## src/rtl/prime_trial_sequencer_if.sv

```systemverilog
// -----------------------------------------------------------------------------
// prime_trial_sequencer_if
//   Request/result bundle between the user input logic (master) and the
//   trial-division sequencer (slave).
//
//   start    : request a primality test of n (master -> slave)
//   n        : candidate value, WIDTH bits (master -> slave)
//   abort    : cancel the run in progress (master -> slave)
//   busy     : run in progress, through the done cycle (slave -> master)
//   done     : one-cycle result-valid pulse (slave -> master)
//   is_prime : result flag, held until next accepted start or abort
//   factor   : smallest factor when composite, else 0, held like is_prime
// -----------------------------------------------------------------------------
interface prime_trial_sequencer_if #(
  parameter int WIDTH = 16
);
  logic             start;
  logic [WIDTH-1:0] n;
  logic             abort;
  logic             busy;
  logic             done;
  logic             is_prime;
  logic [WIDTH-1:0] factor;

  modport master (
    output start, n, abort,
    input  busy, done, is_prime, factor
  );

  modport slave (
    input  start, n, abort,
    output busy, done, is_prime, factor
  );
endinterface

```

## src/rtl/prime_trial_sequencer.sv

```systemverilog
// -----------------------------------------------------------------------------
// prime_trial_sequencer
//   Trial-division primality tester for one unsigned WIDTH-bit candidate.
//   Trivial candidates (0, 1, 2, 3, even) are resolved immediately. Otherwise
//   odd divisors d = 3, 5, 7, ... are tried, one per rising edge of slow_clk.
//   Each trial first checks d*d > n (prime), else runs a WIDTH-cycle restoring
//   remainder of n by d; a zero remainder reports d as the smallest factor.
//
//   clk      : system clock, all logic on posedge
//   rst_n    : asynchronous active-low reset
//   slow_clk : slow square wave, used only to pace divisor steps
//   bus      : slave side of prime_trial_sequencer_if
//              (start, n, abort in; busy, done, is_prime, factor out)
// -----------------------------------------------------------------------------
module prime_trial_sequencer #(
  parameter int WIDTH = 16
) (
  input  logic                   clk,
  input  logic                   rst_n,
  input  logic                   slow_clk,
  prime_trial_sequencer_if.slave bus
);

  localparam int               CNT_W    = (WIDTH > 1) ? $clog2(WIDTH) : 1;
  localparam logic [CNT_W-1:0] CNT_LAST = CNT_W'(WIDTH - 1);
  localparam logic [WIDTH-1:0] D_FIRST  = WIDTH'(3);
  localparam logic [WIDTH-1:0] D_STEP   = WIDTH'(2);

  typedef enum logic [2:0] {
    S_IDLE      = 3'd0,
    S_CLASSIFY  = 3'd1,
    S_WAIT_STEP = 3'd2,
    S_DIVIDE    = 3'd3,
    S_DECIDE    = 3'd4,
    S_DONE      = 3'd5
  } state_t;

  state_t           state_r;
  state_t           state_next_s;

  logic             sync1_r;
  logic             sync2_r;
  logic             prev_r;
  logic             step_s;

  logic [WIDTH-1:0] n_reg_r;
  logic [WIDTH-1:0] d_r;
  logic [WIDTH-1:0] rem_r;
  logic [WIDTH-1:0] dividend_r;
  logic [CNT_W-1:0] cnt_r;

  logic             busy_r;
  logic             done_r;
  logic             is_prime_r;
  logic [WIDTH-1:0] factor_r;

  logic             accept_s;
  logic             abort_hit_s;
  logic             n_small_s;
  logic             n_tiny_prime_s;
  logic             n_even_s;
  logic [2*WIDTH-1:0] sq_s;
  logic             sq_gt_s;
  logic [WIDTH:0]   rem_shift_s;
  logic [WIDTH:0]   d_ext_s;
  logic             rem_ge_s;
  logic [WIDTH-1:0] rem_next_s;
  logic             div_last_s;
  logic             rem_zero_s;

  // A start landing on the done cycle sees busy=1 and is ignored, even though
  // the state register has already returned to IDLE.
  assign accept_s    = (state_r == S_IDLE) && bus.start && !busy_r;
  assign abort_hit_s = (state_r != S_IDLE) && bus.abort;

  assign step_s         = sync2_r & ~prev_r;
  assign n_small_s      = (n_reg_r < WIDTH'(2));
  assign n_tiny_prime_s = (n_reg_r == WIDTH'(2)) || (n_reg_r == WIDTH'(3));
  assign n_even_s       = (n_reg_r[0] == 1'b0);

  // Full double-width square so the bound compare can never wrap.
  assign sq_s    = {{WIDTH{1'b0}}, d_r} * {{WIDTH{1'b0}}, d_r};
  assign sq_gt_s = (sq_s > {{WIDTH{1'b0}}, n_reg_r});

  // One restoring step: bring in the next dividend bit, subtract d if it fits.
  // The partial remainder is always < d, so WIDTH bits hold the result.
  assign rem_shift_s = {rem_r, dividend_r[WIDTH-1]};
  assign d_ext_s     = {1'b0, d_r};
  assign rem_ge_s    = (rem_shift_s >= d_ext_s);
  assign rem_next_s  = WIDTH'(rem_ge_s ? (rem_shift_s - d_ext_s) : rem_shift_s);
  assign div_last_s  = (cnt_r == CNT_LAST);
  assign rem_zero_s  = (rem_r == {WIDTH{1'b0}});

  // FSM state register.
  always_ff @(posedge clk or negedge rst_n) begin
    if (!rst_n) begin
      state_r <= S_IDLE;
    end else begin
      state_r <= state_next_s;
    end
  end

  // FSM next-state logic; abort overrides every other transition.
  always_comb begin
    state_next_s = state_r;
    if (abort_hit_s) begin
      state_next_s = S_IDLE;
    end else begin
      case (state_r)
        S_IDLE: begin
          if (accept_s) begin
            state_next_s = S_CLASSIFY;
          end else begin
            state_next_s = S_IDLE;
          end
        end
        S_CLASSIFY: begin
          if (n_small_s || n_tiny_prime_s || n_even_s) begin
            state_next_s = S_DONE;
          end else begin
            state_next_s = S_WAIT_STEP;
          end
        end
        S_WAIT_STEP: begin
          if (step_s && sq_gt_s) begin
            state_next_s = S_DONE;
          end else if (step_s) begin
            state_next_s = S_DIVIDE;
          end else begin
            state_next_s = S_WAIT_STEP;
          end
        end
        S_DIVIDE: begin
          if (div_last_s) begin
            state_next_s = S_DECIDE;
          end else begin
            state_next_s = S_DIVIDE;
          end
        end
        S_DECIDE: begin
          if (rem_zero_s) begin
            state_next_s = S_DONE;
          end else begin
            state_next_s = S_WAIT_STEP;
          end
        end
        S_DONE: begin
          state_next_s = S_IDLE;
        end
        default: begin
          state_next_s = S_IDLE;
        end
      endcase
    end
  end

  // slow_clk synchroniser plus previous-value register for rising-edge detect.
  always_ff @(posedge clk or negedge rst_n) begin
    if (!rst_n) begin
      sync1_r <= 1'b0;
      sync2_r <= 1'b0;
      prev_r  <= 1'b0;
    end else begin
      sync1_r <= slow_clk;
      sync2_r <= sync1_r;
      prev_r  <= sync2_r;
    end
  end

  // busy/done are one cycle behind the state so that done lands two cycles
  // after the start-sampling edge and busy still covers the done cycle.
  always_ff @(posedge clk or negedge rst_n) begin
    if (!rst_n) begin
      busy_r <= 1'b0;
      done_r <= 1'b0;
    end else if (abort_hit_s) begin
      busy_r <= 1'b0;
      done_r <= 1'b0;
    end else begin
      busy_r <= (state_next_s != S_IDLE) || (state_r == S_DONE);
      done_r <= (state_r == S_DONE);
    end
  end

  // Result registers: cleared on accepted start or abort, set when a decision
  // is reached and held afterwards.
  always_ff @(posedge clk or negedge rst_n) begin
    if (!rst_n) begin
      is_prime_r <= 1'b0;
      factor_r   <= {WIDTH{1'b0}};
    end else if (abort_hit_s) begin
      is_prime_r <= 1'b0;
      factor_r   <= {WIDTH{1'b0}};
    end else begin
      case (state_r)
        S_IDLE: begin
          if (accept_s) begin
            is_prime_r <= 1'b0;
            factor_r   <= {WIDTH{1'b0}};
          end
        end
        S_CLASSIFY: begin
          if (n_small_s) begin
            is_prime_r <= 1'b0;
            factor_r   <= {WIDTH{1'b0}};
          end else if (n_tiny_prime_s) begin
            is_prime_r <= 1'b1;
            factor_r   <= {WIDTH{1'b0}};
          end else if (n_even_s) begin
            is_prime_r <= 1'b0;
            factor_r   <= WIDTH'(2);
          end
        end
        S_WAIT_STEP: begin
          if (step_s && sq_gt_s) begin
            is_prime_r <= 1'b1;
            factor_r   <= {WIDTH{1'b0}};
          end
        end
        S_DECIDE: begin
          if (rem_zero_s) begin
            is_prime_r <= 1'b0;
            factor_r   <= d_r;
          end
        end
        default: begin
          is_prime_r <= is_prime_r;
          factor_r   <= factor_r;
        end
      endcase
    end
  end

  // Candidate latch, divisor schedule and restoring-remainder datapath.
  always_ff @(posedge clk or negedge rst_n) begin
    if (!rst_n) begin
      n_reg_r    <= {WIDTH{1'b0}};
      d_r        <= {WIDTH{1'b0}};
      rem_r      <= {WIDTH{1'b0}};
      dividend_r <= {WIDTH{1'b0}};
      cnt_r      <= {CNT_W{1'b0}};
    end else if (!abort_hit_s) begin
      case (state_r)
        S_IDLE: begin
          if (accept_s) begin
            n_reg_r <= bus.n;
          end
        end
        S_CLASSIFY: begin
          d_r <= D_FIRST;
        end
        S_WAIT_STEP: begin
          if (step_s && !sq_gt_s) begin
            rem_r      <= {WIDTH{1'b0}};
            dividend_r <= n_reg_r;
            cnt_r      <= {CNT_W{1'b0}};
          end
        end
        S_DIVIDE: begin
          rem_r      <= rem_next_s;
          dividend_r <= {dividend_r[WIDTH-2:0], 1'b0};
          cnt_r      <= cnt_r + CNT_W'(1);
        end
        S_DECIDE: begin
          if (!rem_zero_s) begin
            d_r <= d_r + D_STEP;
          end
        end
        default: begin
          d_r <= d_r;
        end
      endcase
    end
  end

  assign bus.busy     = busy_r;
  assign bus.done     = done_r;
  assign bus.is_prime = is_prime_r;
  assign bus.factor   = factor_r;

endmodule

```

## src/flat_wrapper.sv

```systemverilog
// flat-port wrapper written by rule: the top's interface ports become plain ports
module prime_trial_sequencer_flat 
#(
  parameter int WIDTH = 16
)
  (clk, rst_n, slow_clk, bus_start, bus_n, bus_abort, bus_busy, bus_done, bus_is_prime, bus_factor);
  prime_trial_sequencer_if #(.WIDTH(WIDTH)) bus_i ();
  input  logic clk;
  input  logic rst_n;
  input  logic slow_clk;
  input wire logic [$bits(bus_i.start)-1:0] bus_start;
  input wire logic [$bits(bus_i.n)-1:0] bus_n;
  input wire logic [$bits(bus_i.abort)-1:0] bus_abort;
  output wire logic [$bits(bus_i.busy)-1:0] bus_busy;
  output wire logic [$bits(bus_i.done)-1:0] bus_done;
  output wire logic [$bits(bus_i.is_prime)-1:0] bus_is_prime;
  output wire logic [$bits(bus_i.factor)-1:0] bus_factor;
  assign bus_i.start = bus_start;
  assign bus_i.n = bus_n;
  assign bus_i.abort = bus_abort;
  assign bus_busy = bus_i.busy;
  assign bus_done = bus_i.done;
  assign bus_is_prime = bus_i.is_prime;
  assign bus_factor = bus_i.factor;
  prime_trial_sequencer #(.WIDTH(WIDTH)) u_core (.clk(clk), .rst_n(rst_n), .slow_clk(slow_clk), .bus(bus_i));
endmodule
```

## config.mk

```make
export PLATFORM = sky130hd
export DESIGN_NAME = prime_trial_sequencer_flat
export DESIGN_NICKNAME = d
export VERILOG_FILES = /design/src/rtl/prime_trial_sequencer_if.sv /design/src/rtl/prime_trial_sequencer.sv /design/src/flat_wrapper.sv
export SDC_FILE = /design/constraint.sdc
export NUM_CORES = 1
export LEC_CHECK = 0
export CAP_MARGIN = 20
export CORE_MARGIN = 1.5
export CORE_UTILIZATION = 35
export CTS_CLUSTER_SIZE = 28
export DETAILED_ROUTE_END_ITERATION = 6
export REMOVE_ABC_BUFFERS = 1
export SYNTH_ARGS = -nofsm -noshare
export SYNTH_HDL_FRONTEND = slang
export SYNTH_SLANG_ARGS = --single-unit
```

## constraint.sdc

```tcl
create_clock -name clk -period 7.1 [get_ports clk]
set_input_delay 1.42 -clock clk [delete_from_list [all_inputs] [get_ports clk]]
set_output_delay 1.42 -clock clk [all_outputs]
set_load 0.02 [all_outputs]
```

# After elaboration in Yosys (flattened, before gate mapping)
# Index checks and enable logic that the tools add are counted.
# word_totals
inputBits,21
ff_bits,93
out_inout_bits,19
wordCells,95
# op_classes
n_reduce_logical,22
mux,35
eq_ne,14
bitwise_logic,4
add_sub_neg,3
n_lt_le_gt_ge,3
n_mul,1
# ops
cell,count
two-way mux 16 bit,11
one-hot mux 16 bit (2 select lines),3
one-hot mux 16 bit (4 select lines),1
== test 16 x 2 -> 1 bit (second input constant),2
greater-than comparator 32 x 16 -> 1 bit,1
multiplier 16 x 16 -> 32 bit,1
>= comparator 17 x 16 -> 1 bit,1
adder 16 x 2 -> 16 bit (second input constant),1
logical NOT 16 bit,1
less-than comparator 16 x 2 -> 1 bit (second input constant),1
subtractor 16 bit,1
two-way mux 3 bit,5
one-hot mux 3 bit (5 select lines),1
two-way mux 1 bit,11
!= test 3 x 1 -> 1 bit (second input constant),3
AND reduction 3 bit,3
one-hot mux 4 bit (2 select lines),1
== test 3 x 2 -> 1 bit (second input constant),2
== test 3 bit (second input constant),2
nonzero test 3 bit,2
logical AND 1 bit,5
!= test 5 bit (second input constant),1
AND reduction 5 bit,1
nonzero test 5 bit,1
other kinds (13),20

# Longest topological paths before layout
# Gate-level depths: netlist of run 1.
# logic_depth
ltp_word,10
ltp_mapped,35
depth_no_buf,31

# Worst setup path before layout of run 1
# OpenSTA, ideal clock, no wires.
# synth_path
path_kind,register to register
from,reg u_core.d_r[5]
to,reg u_core.dividend_r[0]
t_required_ns,6.974
setup_slack_ns,-0.684
arrival_ns,7.658
stages_incl_launch_ff,33
period_less_slack_ns,7.784
path_buffers,3
setup_ns,0.126
cell_sequence,dfrtp_1 > clkbuf_1 > clkinv_1 > nor2_1 > inv_1 > fa_1 > inv_1 > fa_1 > inv_1 > fa_1 > inv_1 > fa_1 > fa_1 > inv_1 > fa_1 > inv_1 > ha_1 > nand2_1 > a211oi_1 > o21ai_0 > nand2_1 > xor2_1 > ha_1 > nand4_1 > nor3_1 > a221oi_1 > a32oi_1 > nor4_1 > nand4_1 > or3_1 > buf_6 > buf_8 > a311o_1
# synth_via
elab_chain_cells,6
# synth_lines
element,line,text
from (decl),prime_trial_sequencer.sv:47,logic [WIDTH-1:0] d_r;
from (signal assigned),prime_trial_sequencer.sv:238,d_r <= {WIDTH{1'b0}};
from (signal assigned),prime_trial_sequencer.sv:266,d_r <= d_r + D_STEP;
from (signal assigned),prime_trial_sequencer.sv:270,d_r <= d_r;
multiplier 16 x 16 -> 32 bit,prime_trial_sequencer.sv:82,"assign sq_s = {{WIDTH{1'b0}}, d_r} * {{WIDTH{1'b0}}, d_r};"
greater-than comparator 32 x 16 -> 1 bit,prime_trial_sequencer.sv:83,"assign sq_gt_s = (sq_s > {{WIDTH{1'b0}}, n_reg_r});"
logical NOT 1 bit,prime_trial_sequencer.sv:253,if (step_s && !sq_gt_s) begin
logical AND 1 bit,prime_trial_sequencer.sv:253,
!= test 2 x 1 -> 1 bit (no source line),--,
AND reduction 3 bit (no source line),--,
to (signal assigned),prime_trial_sequencer.sv:240,dividend_r <= {WIDTH{1'b0}};
to (signal assigned),prime_trial_sequencer.sv:255,dividend_r <= n_reg_r;
to (signal assigned),prime_trial_sequencer.sv:261,"dividend_r <= {dividend_r[WIDTH-2:0], 1'b0};"
to (decl),prime_trial_sequencer.sv:49,logic [WIDTH-1:0] dividend_r;
# No other way between the ends.
# A chain may end at the register's enable or synchronous reset.

# Final worst setup path of run 1
# layout_path
from,reg u_core.d_r[2]
to,reg u_core.dividend_r[14]
# Same word-level chain as after synthesis.

==> results of run 1 <==
Yosys cell counts, types with 5 or more instances:
cell type  count
mux2_2        19
clkbuf_1      49
and3_1         7
nand2_1      143
inv_1        262
a22o_1         6
xor2_1        14
fa_1         164
ha_1         135
nor4_1        29
or3_1          6
o21ai_0       31
a21oi_1       55
nand2b_1      11
nand3_1       19
a31oi_1        5
nor2b_1        5
mux2i_1       25
or2_2          8
nor3_1        18
o2bb2ai_1     15
o31ai_1        5
o21a_1        11
a211oi_1      16
a21o_1        27
nand4_1       23
o211ai_1       7
dfrtp_1       93
o21bai_1       6
buf_1          5
xnor2_1       33
o22ai_1       13
nor2_1       121
clkinv_1       6
registers in the layout, summed over array words and instances, names as in the netlist, 3 cells and up:
name / cells
u_core.state_r: 3
u_core.dividend_r: 16
u_core.d_r: 16
u_core.rem_r: 16
u_core.n_reg_r: 16
u_core.cnt_r: 4
u_core.bus.factor: 16
kinds of logic (layout without fill, tap and decap cells):
group	count (synthesis)	count (layout)	synth area share
fa+ha+maj	299	299	0.3843
buf+inv	328	612	0.09708
flops	93	93	0.1798
mux	44	44	0.03587
xor+xnor	47	47	0.03181
simple gates	407	407	0.1441
compound gates	239	239	0.1271
timing repair:
action,4_1_cts,5_1_grt
hold buffers,0,0
buffers inserted,32,13
endpoints found under the setup margin,55,55
resized for setup,143,63
pin swaps,57,38
gates cloned,5,1
path summary, 6_finish.rpt:
kind	to	slack [ns]	depth (start not counted)	from
hold / removal	u_core.sync2_r	0.36	0	u_core.sync1_r
setup reg to reg	u_core.dividend_r[14]	-0.33	31	u_core.d_r[2]
setup / recovery	u_core.dividend_r[14]	-0.33	31	u_core.d_r[2]
max in group asynchronous	u_core.d_r[11]	4.85	2	rst_n
min in group asynchronous	u_core.dividend_r[5]	0.97	1	rst_n
hold reg to reg	u_core.sync2_r	0.36	0	u_core.sync1_r
metal layers:
layer | wire, um | global-route usage | vias to the layer above
li1 | - | - | 5369
met4 | 1251 | 0.06977 | 0
met1 | 16990 | 0.2746 | 5499
met3 | 1328 | 0.02677 | 60
met5 | 0 | 0 | -
met2 | 17680 | 0.3447 | 236
final cells by class:
class	count	area, um^2
clock buffers	13	270.3
multi-input cells	1036	10040
flip-flops and latches	93	2335
inverters	269	1039
repair buffers	327	2796
fillers	3458	19440
well taps	468	585.6
clock inverters	3	18.77
power groups by stage:
stage | Combinational, uW | Sequential (uW) | Clock (uW)
floorplan | 1420 | 874 | 0
global placement | 2080 | 893 | 0
detailed placement | 2120 | 896 | 0
CTS | 2360 | 907 | 492
global route | 2730 | 945 | 515
finish | 2470 | 923 | 484
worst register-to-register path: cells and delay by family, from the launching register on:
| family | cells | cell delay [ns] |
|---|---|---|
| adder cells (fa/ha/maj) | 7 | 3.26 |
| multiplexers | 1 | 0.26 |
| flip-flops | 1 | 0.43 |
| AND/OR/NAND/NOR | 4 | 0.48 |
| AO/OA/AOI/OAI | 5 | 1.40 |
| buffers and inverters | 14 | 1.49 |
through the flow:
| stage | total power (uW) | setup WS, ns | instances |
|---|---|---|---|
| final | 3879 | -0.3307 | 2209 |
| after global routing | 4192 | -0.6094 | 2209 |
| after CTS | 3763 | -0.2194 | 2196 |
| after detailed placement | 3014 | -0.6085 | 2143 |
| after global placement | 2969 | -0.5914 | 2143 |
| after floorplan | 2291 | -0.6911 | 1398 |
==> results by group, run 1 <==
STA
  • Setup TNS: -13.16 ns
  • Hold Fails Final Rpt: 0
  • Tightest hold margin: 0.3568 ns
  • Minimum clock period: 7.431 ns
  • # setup viols final: 54
  • Worst Tran Pin Value: 1.086 ns
  • Fmax: between 100 and 150 MHz
  • Max_slew headroom: 0.2734
  • Max-slew violations: 0
  • RSZ-0062 raised after global routing: yes
  • Period utilization: 1.047
  • Worst setup margin: -0.3307 ns
  • Final Skew: 0.008367 ns

Setup path
  • Crit start category: flop
  • Critical-path maximum fanout: 6
  • CP max stage delay: 0.52 ns
  • Required @ worst endpoint: 7.35 ns
  • CP Capture Type: flop
  • CP Data Arrival Time: 7.68 ns
  • WS Path Type: reg -> reg
  • WP buf/inv: 14
  • Slowest-stage cell, CP: fa_1
  • Crit-path leading delay family: adder cells

Yosys
  • Post-synth EDFFs: 0
  • Synth area leaders: fa_1 (25%), dfrtp_1 (18%), ha_1 (13%)
  • Synth Register Bits: 93
  • Yosys warns: 0
  • Sequential share of the synthesized area: 0.1798
  • Main synth FF type: dfrtp_1
  • Biggest area consumer among synthesized cells: fa_1
  • Synth async-reset ratio: 1.000
  • Post-synthesis cell type count: 67
  • Syn Inst Count: 1457
  • Synthesized area per cell: 8.881 um^2
  • Synthesized area: roughly 13000 um^2
  • Synth top area share: 0.2537

Routing
  • First-pass detailed-route iteration total: 5
  • DR vias: 11164
  • DRC: 0
  • Routed len/inst: 16.86 um
  • Routed Antenna Nets: 0
  • Via/cell ratio: roughly 5
  • Drt total wl: roughly 37000 um
  • DRT iter0 DRCs: 717

GRT
  • GRT Overall Usage: 0.2059
  • Vias in the first global route: 11730
  • Largest net degree at the start of global routing: 68
  • Overflow after GRT: 0
  • First-pass GRT wire length: 62380 um
  • Initial antenna violation count: 0

Pwr
  • Int Pwr: 2089 uW
  • Sequential power share: 0.238
  • Worst VDD drop: 225.9 uV
  • P_sw: 1790 uW
  • LEAKAGE: approximately 0.0088 uW
  • Combinational cell fraction of total power: 0.637
  • Pwr/cell area: 227.1 nW/um^2
  • Switching share of power: 0.4616
  • Clock Power Share: 0.125

Cells and area
  • Most common cell after layout, fill and taps aside: buf_4
  • Nets: 2056
  • ANT cells: 0
  • Core Util, Final: 0.4677
  • Fin area: 17080 um^2
  • Most frequent cells in the layout: buf_4 (253), inv_1 (243), fa_1 (159)
  • Share of layout cells above drive strength 1: 0.2705
  • Area Growth Syn to Fin: 32.00%

CTS
  • Clock buffer count from CTS: 9
  • Root Buffer: clkbuf_16
  • CTS Sinks: 93
  • Worst-Skew Late Latency: 0.36 ns
  • Clock transition at path regs: 0.07 ns
  • CTS tree: done
  • H-tree depth: 3
  • Clock buffer depth: 2

Placement
  • Routability cong.: 0.9392
  • # port buffers: 39
  • DP Area: 15500 um^2
  • DP HPWL: 29680 um

Floorplan
  • Initial Util: 0.3543
  • Die X: approximately 200 um
  • Die ar.: 38130 um^2
  • # IOs: 40
  • Core area: around 37000 um^2
  • Chip height: around 200 um
  • Cell Rows: 70

Run status
  • Status: finished with violations
  • Failing checks: setup timing

Min path
  • Min-Delay Path Class: reg -> reg

Flow run
  • Max Cap Viol: 0
(Power assumes the default switching activity.)
==> run 2, diff against run 1 <==
Settings changed: CTS_BUF_LIST set to sky130_fd_sc_hd__clkbuf_8 sky130_fd_sc_hd__clkbuf_16.
==> run 2 against run 1 <==
Compared with the run above:
- the run still ends with setup timing left
- clock-buffer cell count shrank 1
- global-route usage did not move
- clock power hardly changed
- worst hold slack about the same
- via count grew 0.20%
- cell area about the same
- flip-flop and latch count unchanged
- highest routed layer unchanged
==> results by group, run 2 (synthesis results as in run 1) <==
Run status
  • Status: finished with violations (unchanged)
  • Failing checks: setup timing (unchanged)

Placement
  • Placement Setup Slack: -0.6085 ns (unchanged)
  • # port buffers: 39 (unchanged)
  • DP Area: 15500 um^2 (unchanged)
  • Routability cong.: 0.9392 (unchanged)
  • DP HPWL: 29680 um (unchanged)

Setup path
  • WP buf/inv: 14 (unchanged)
  • Crit start category: flop (unchanged)
  • CP Data Arrival Time: 7.68 ns (about the same)
  • Reg2Reg Setup Slack: -0.33 ns (about the same)
  • Worst path depth: 31 (unchanged)
  • Worst r2r dst: u_core.dividend_r[14] (unchanged)
  • CP Capture Type: flop (unchanged)
  • Crit-path leading delay family: adder cells (unchanged)
  • Critical-path maximum fanout: 6 (unchanged)
  • Worst Reg-to-Reg Cells: 31 (unchanged)
  • Required @ worst endpoint: 7.35 ns (about the same)
  • Slowest-stage cell, CP: fa_1 (unchanged)
  • WS Path Type: reg -> reg (unchanged)
  • Worst r2r src: u_core.d_r[2] (unchanged)
  • CP max stage delay: 0.52 ns (about the same)

CTS
  • Worst-Skew Late Latency: 0.36 ns (about the same)
  • CTS Sinks: 93 (unchanged)
  • CTS tree: done (unchanged)
  • Clock buffer count from CTS: 9 (unchanged)
  • Post-cts hold buffer count: 0 (unchanged)
  • Clock buffer depth: 2 (unchanged)
  • Clock transition at path regs: 0.07 ns (about the same)
  • H-tree depth: 3 (unchanged)
  • Root Buffer: clkbuf_16 (unchanged)

Cells and area
  • Share of layout cells above drive strength 1: 0.2711 (was 0.2705)
  • Reg area: 2335 um^2 (unchanged)
  • Most common cell after layout, fill and taps aside: buf_4 (unchanged)
  • Fin area: 17090 um^2 (was 17080 um^2)
  • Multi-input logic area: 10040 um^2 (about the same)
  • Most frequent cells in the layout: buf_4 (253), inv_1 (244), fa_1 (159) (was buf_4 (253), inv_1 (243), fa_1 (159))
  • Area Growth Syn to Fin: 32.04% (was 32.00%)
  • Nets: 2056 (unchanged)
  • # fillers: 3457 (was 3458)
  • ANT cells: 0 (unchanged)

STA
  • Max-slew violations: 0 (unchanged)
  • # setup viols final: 54 (unchanged)
  • Max_slew headroom: 0.2734 (about the same)
  • Fmax: 134.6 MHz (about the same)
  • Period utilization: 1.047 (about the same)
  • Worst setup margin: -0.3310 ns (was -0.3307 ns)
  • Worst Tran Pin Value: 1.086 ns (about the same)
  • RSZ-0062 raised after global routing: yes (unchanged)
  • Final Skew: 0.008326 ns (was 0.008367 ns)
  • Minimum clock period: 7.431 ns (about the same)
  • Hold Fails Final Rpt: 0 (unchanged)

Floorplan
  • Core area: 36520 um^2 (unchanged)
  • # IOs: 40 (unchanged)
  • Die ar.: 38130 um^2 (unchanged)
  • Initial Util: 0.3543 (unchanged)
  • Chip height: 195.3 um (unchanged)
  • Die X: 195.3 um (unchanged)
  • Cell Rows: 70 (unchanged)

Min path
  • Hold path depth: 0 (unchanged)
  • Startpoint of the worst hold path: u_core.sync1_r (unchanged)
  • Min-Delay Path Class: reg -> reg (unchanged)
  • Worst Hold End: u_core.sync2_r (unchanged)

Routing
  • DRC: 0 (unchanged)
  • First-pass detailed-route iteration total: 5 (unchanged)
  • Via/cell ratio: 5.064 (was 5.054)
  • Drt total wl: 37240 um (about the same)
  • Routed Antenna Nets: 0 (unchanged)
  • Routed len/inst: 16.86 um (about the same)
  • DR vias: 11186 (was 11164)
  • DRT iter0 DRCs: 722 (was 717)

Pwr
  • Pwr/cell area: 227.3 nW/um^2 (was 227.1 nW/um^2)
  • Worst VDD drop: 226.3 uV (was 225.9 uV)
  • LEAKAGE: 0.008759 uW (was 0.008754 uW)

GRT
  • Vias in the first global route: 11730 (unchanged)
  • Overflow after GRT: 0 (unchanged)
  • GRT Overall Usage: 0.2059 (unchanged)
  • First-pass GRT wire length: 62380 um (unchanged)
  • Largest net degree at the start of global routing: 68 (unchanged)
  • Initial antenna violation count: 0 (unchanged)

Flow run
  • Max Cap Viol: 0 (unchanged)
-- run 2: layer usage --
metal / track usage / up-vias / part of all wire
met5: 0 / - / 0
met4: 0.06977 / 0 / 0.034
met3: 0.02677 / 63 / 0.037
met2: 0.3447 / 243 / 0.47
met1: 0.2746 / 5511 / 0.45
li1: - / 5369 / -
-- run 2: stage by stage --
step                utilization  TNS [ns]  cells  hold WS [ns]  power [uW]
floorplan                     -    -26.17   1398        0.3312        2291
global placement         0.4243    -26.52   2143        0.3336        2969
detailed placement       0.4243    -27.38   2143        0.3410        3014
CTS                      0.4585    -8.374   2196        0.3581        3762
global route             0.4678    -28.54   2209        0.3684        4196
finish                   0.4678    -13.11   2209        0.3566        3884
-- run 2: timing repair --
action | in CTS | in global routing
endpoints found under the setup margin | 55 | 55
pin swaps | 57 | 36
setup buffers | 32 | 13
resized for setup | 143 | 64
gates cloned | 5 | 1
-- run 2: worst register-to-register path, delay by kind of cell (launching register included) --
family / cells / cell delay, ns
AO/OA/AOI/OAI: 5 / 1.40
flip-flops: 1 / 0.43
adder cells (fa/ha/maj): 7 / 3.26
buffers and inverters: 14 / 1.49
AND/OR/NAND/NOR: 4 / 0.48
multiplexers: 1 / 0.26
-- run 2: worst max path at each step --
| stage | endpoint | slack [ns] | startpoint |
|---|---|---|---|
| 2_1_floorplan | u_core.dividend_r[14] | -0.69 | u_core.d_r[5] |
| 3_3_place_gp | u_core.dividend_r[13] | -0.59 | u_core.d_r[15] |
| 3_5_place_dp | u_core.dividend_r[0] | -0.61 | u_core.d_r[15] |
| 4_1_cts | u_core.rem_r[13] | -0.22 | u_core.d_r[1] |
| 5_1_grt | u_core.rem_r[9] | -0.61 | u_core.d_r[2] |
| 6_report | u_core.dividend_r[14] | -0.33 | u_core.d_r[2] |
-- run 2: layout make-up --
cell class,count,share of cell area
clock buffer,12,0.01560
clock inverter,4,0.001318
inverter,269,0.06078
multi-input combinational,1036,0.5877
sequential,93,0.1366
tap,468,0.03427
timing repair buffer,327,0.1637
-- run 2: report_power, final --
group | internal (uW) | switching [uW] | total (uW)
logic | 1130 | 1350 | 2480
registers | 695 | 229 | 924
clock network | 265 | 218 | 483
total | 2090 | 1790 | 3880
==> run 3, diff against run 2 <==
Settings changed: CORE_UTILIZATION 35 to 40.
==> run 3 against run 2 <==
Compared with the run above:
- the flow still finishes with violations (setup timing)
- setup slack improved by 0.025 ns
- cell area is 0.35% lower
- critical path depth rose by 2
- clock-buffer cell count is 1 lower
- die area is 12% lower
- utilization up 6.9 points
- combinational power about the same
- clock skew decreased by 0.0020 ns
- wire length up 0.21%
- final cell count shrank 3.5%
- critical path type unchanged
==> results by group, run 3 (synthesis results as in run 1) <==
Run status
  • Status: finished with violations (unchanged)
  • Failing checks: setup timing (unchanged)

Setup path
  • Required @ worst endpoint: 7.33 ns (was 7.35 ns)
  • CP Capture Point: u_core.rem_r[3] (was u_core.dividend_r[14])
  • Critical path origin: u_core.d_r[2] (unchanged)
  • Most used cell, CP: fa_1
  • Critical-path maximum fanout: 6 (unchanged)
  • Crit start category: flop (unchanged)
  • Worst Reg-to-Reg Cells: 33 (was 31)
  • CP max stage delay: 0.52 ns (about the same)
  • CP Data Arrival Time: 7.64 ns (was 7.68 ns)
  • Slowest-stage cell, CP: fa_1 (unchanged)
  • CP Capture Type: flop (unchanged)
  • Worst r2r dst: u_core.rem_r[3] (was u_core.dividend_r[14])
  • WS Path Type: reg -> reg (unchanged)
  • Worst r2r src: u_core.d_r[2] (unchanged)
  • Reg2Reg Setup Slack: -0.31 ns (was -0.33 ns)

Placement
  • DP Area: 15300 um^2 (was 15500 um^2)
  • DP HPWL: 29490 um (was 29680 um)
  • # port buffers: 39 (unchanged)
  • Routability cong.: 0.8847 (was 0.9392)
  • # placed instances: 2059 (was 2143)

Cells and area
  • Core Util, Final: 0.5368 (was 0.4678)
  • # fillers: 2845 (was 3457)
  • ANT cells: 0 (unchanged)
  • Share of layout cells above drive strength 1: 0.2630 (was 0.2711)
  • Nets: 2046 (was 2056)
  • Post-Layout Cell Count: 2132 (was 2209)
  • Area Growth Syn to Fin: 31.58% (was 32.04%)
  • Most frequent cells in the layout: inv_1 (243), buf_4 (240), fa_1 (160) (was buf_4 (253), inv_1 (244), fa_1 (159))
  • Most common cell after layout, fill and taps aside: inv_1 (was buf_4)
  • Fin area: 17030 um^2 (was 17090 um^2)

Floorplan
  • Die X: 182.9 um (was 195.3 um)
  • Die ar.: 33440 um^2 (was 38130 um^2)
  • Chip height: 182.9 um (was 195.3 um)
  • # IOs: 40 (unchanged)
  • Initial Util: 0.4080 (was 0.3543)
  • Core area: 31720 um^2 (was 36520 um^2)
  • Cell Rows: 65 (was 70)

CTS
  • Clock buffer depth: 2 (unchanged)
  • Worst-Skew Late Latency: 0.37 ns (was 0.36 ns)
  • Clock buffer count from CTS: 9 (unchanged)
  • Root Buffer: clkbuf_16 (unchanged)
  • H-tree depth: 3 (unchanged)
  • CTS Sinks: 93 (unchanged)
  • Post-cts hold buffer count: 0 (unchanged)
  • CTS tree: done (unchanged)
  • Clock transition at path regs: 0.07 ns (about the same)

Flow run
  • Max Cap Viol: 0 (unchanged)

STA
  • RSZ-0062 raised after global routing: yes (unchanged)
  • Final Skew: 0.006287 ns (was 0.008326 ns)
  • Worst Tran Pin Value: 1.083 ns (was 1.086 ns)
  • Period utilization: 1.043 (was 1.047)
  • Fmax: 135.0 MHz (was 134.6 MHz)
  • Max_slew headroom: 0.2712 (was 0.2734)
  • Worst setup margin: -0.3056 ns (was -0.3310 ns)
  • # setup viols final: 54 (unchanged)
  • Hold Fails Final Rpt: 0 (unchanged)
  • Tightest hold margin: 0.3508 ns (was 0.3566 ns)
  • Minimum clock period: 7.406 ns (was 7.431 ns)
  • Max-slew violations: 0 (unchanged)

Routing
  • First-pass detailed-route iteration total: 5 (unchanged)
  • DRT iter0 DRCs: 691 (was 722)
  • Via/cell ratio: 5.278 (was 5.064)
  • DRC: 0 (unchanged)
  • Drt total wl: 37320 um (was 37240 um)
  • DR vias: 11253 (was 11186)
  • Routed Antenna Nets: 0 (unchanged)
  • Routed len/inst: 17.50 um (was 16.86 um)

Pwr
  • LEAKAGE: 0.008737 uW (was 0.008759 uW)
  • Pwr/cell area: 232.3 nW/um^2 (was 227.3 nW/um^2)
  • Worst VDD drop: 194.8 uV (was 226.3 uV)
  • Final Power: 3956 uW (was 3884 uW)

GRT
  • First-pass GRT wire length: 62560 um (was 62380 um)
  • Largest net degree at the start of global routing: 57 (was 68)
  • Overflow after GRT: 0 (unchanged)
  • Vias in the first global route: 12034 (was 11730)
  • GRT Overall Usage: 0.2373 (was 0.2059)
  • Initial antenna violation count: 0 (unchanged)

Min path
  • Min-Delay Path Class: reg -> reg (unchanged)
## run 3: cell count changes in the layout (fill, tap and decap cells not counted), moves of 3 or more
cell and change:
buf_12 +4, buf_4 -13, nand2_1 +3, nand2_2 -3
nor2_1 +6, nor2_2 -6, o2bb2ai_1 -3, o2bb2ai_2 +3
## run 3: layout make-up
type / instances / area, um^2 / share of cell area
clock buffer: 11 / 252.7 / 0.01484
timing repair buffer: 317 / 2764 / 0.1623
multi-input combinational: 1036 / 10080 / 0.5918
tap: 402 / 503.0 / 0.02954
inverter: 269 / 1025 / 0.06019
clock inverter: 4 / 72.57 / 0.004262
sequential: 93 / 2333 / 0.1371
## run 3: timing repair
item | in CTS | in global routing
pin swaps | 86 | 14
cloned | 5 | 1
setup endpoints to repair | 55 | 55
gates resized for setup | 155 | 42
buffers inserted | 46 | 9
## run 3: worst min path at each step
stage,from,to,slack [ns],cells after the start
after floorplan,u_core.sync1_r,u_core.sync2_r,0.33,0
after global placement,u_core.sync1_r,u_core.sync2_r,0.34,0
after detailed placement,u_core.sync1_r,u_core.sync2_r,0.34,0
after CTS,u_core.sync1_r,u_core.sync2_r,0.36,0
after global routing,u_core.sync1_r,u_core.sync2_r,0.36,0
final,u_core.sync1_r,u_core.sync2_r,0.35,0
## run 3: through the flow
stage	setup TNS [ns]	setup slack (ns)
6_report	-10.51	-0.3056
5_1_grt	-27.84	-0.6181
4_1_cts	-7.305	-0.2196
3_5_place_dp	-26.48	-0.5944
3_3_place_gp	-25.61	-0.5726
2_1_floorplan	-26.17	-0.6911
## run 3: routing by layer
layer  share of wire  routed length (um)  track usage
met4           0.038                1429      0.08787
met3           0.045                1679      0.03852
met5               0                   0            0
met2            0.48               17730       0.3945
met1            0.44               16480       0.3121
## run 3: critical path, delay by kind of cell, from the launching register on
family                     cells  cell delay (ns)
adders and majority gates      8             3.29
buffers and inverters         11             1.26
and+or+nand+nor                8             1.11
AOI/OAI and AO/OA              5             1.03
DFF                            1             0.39
xor gates and xnor gates       1             0.20
## run 3: where the power goes
group          total [uW]  switching (uW)  internal, uW
clock                 545             220           325
combinational        2490            1360          1130
sequential            923             228           695
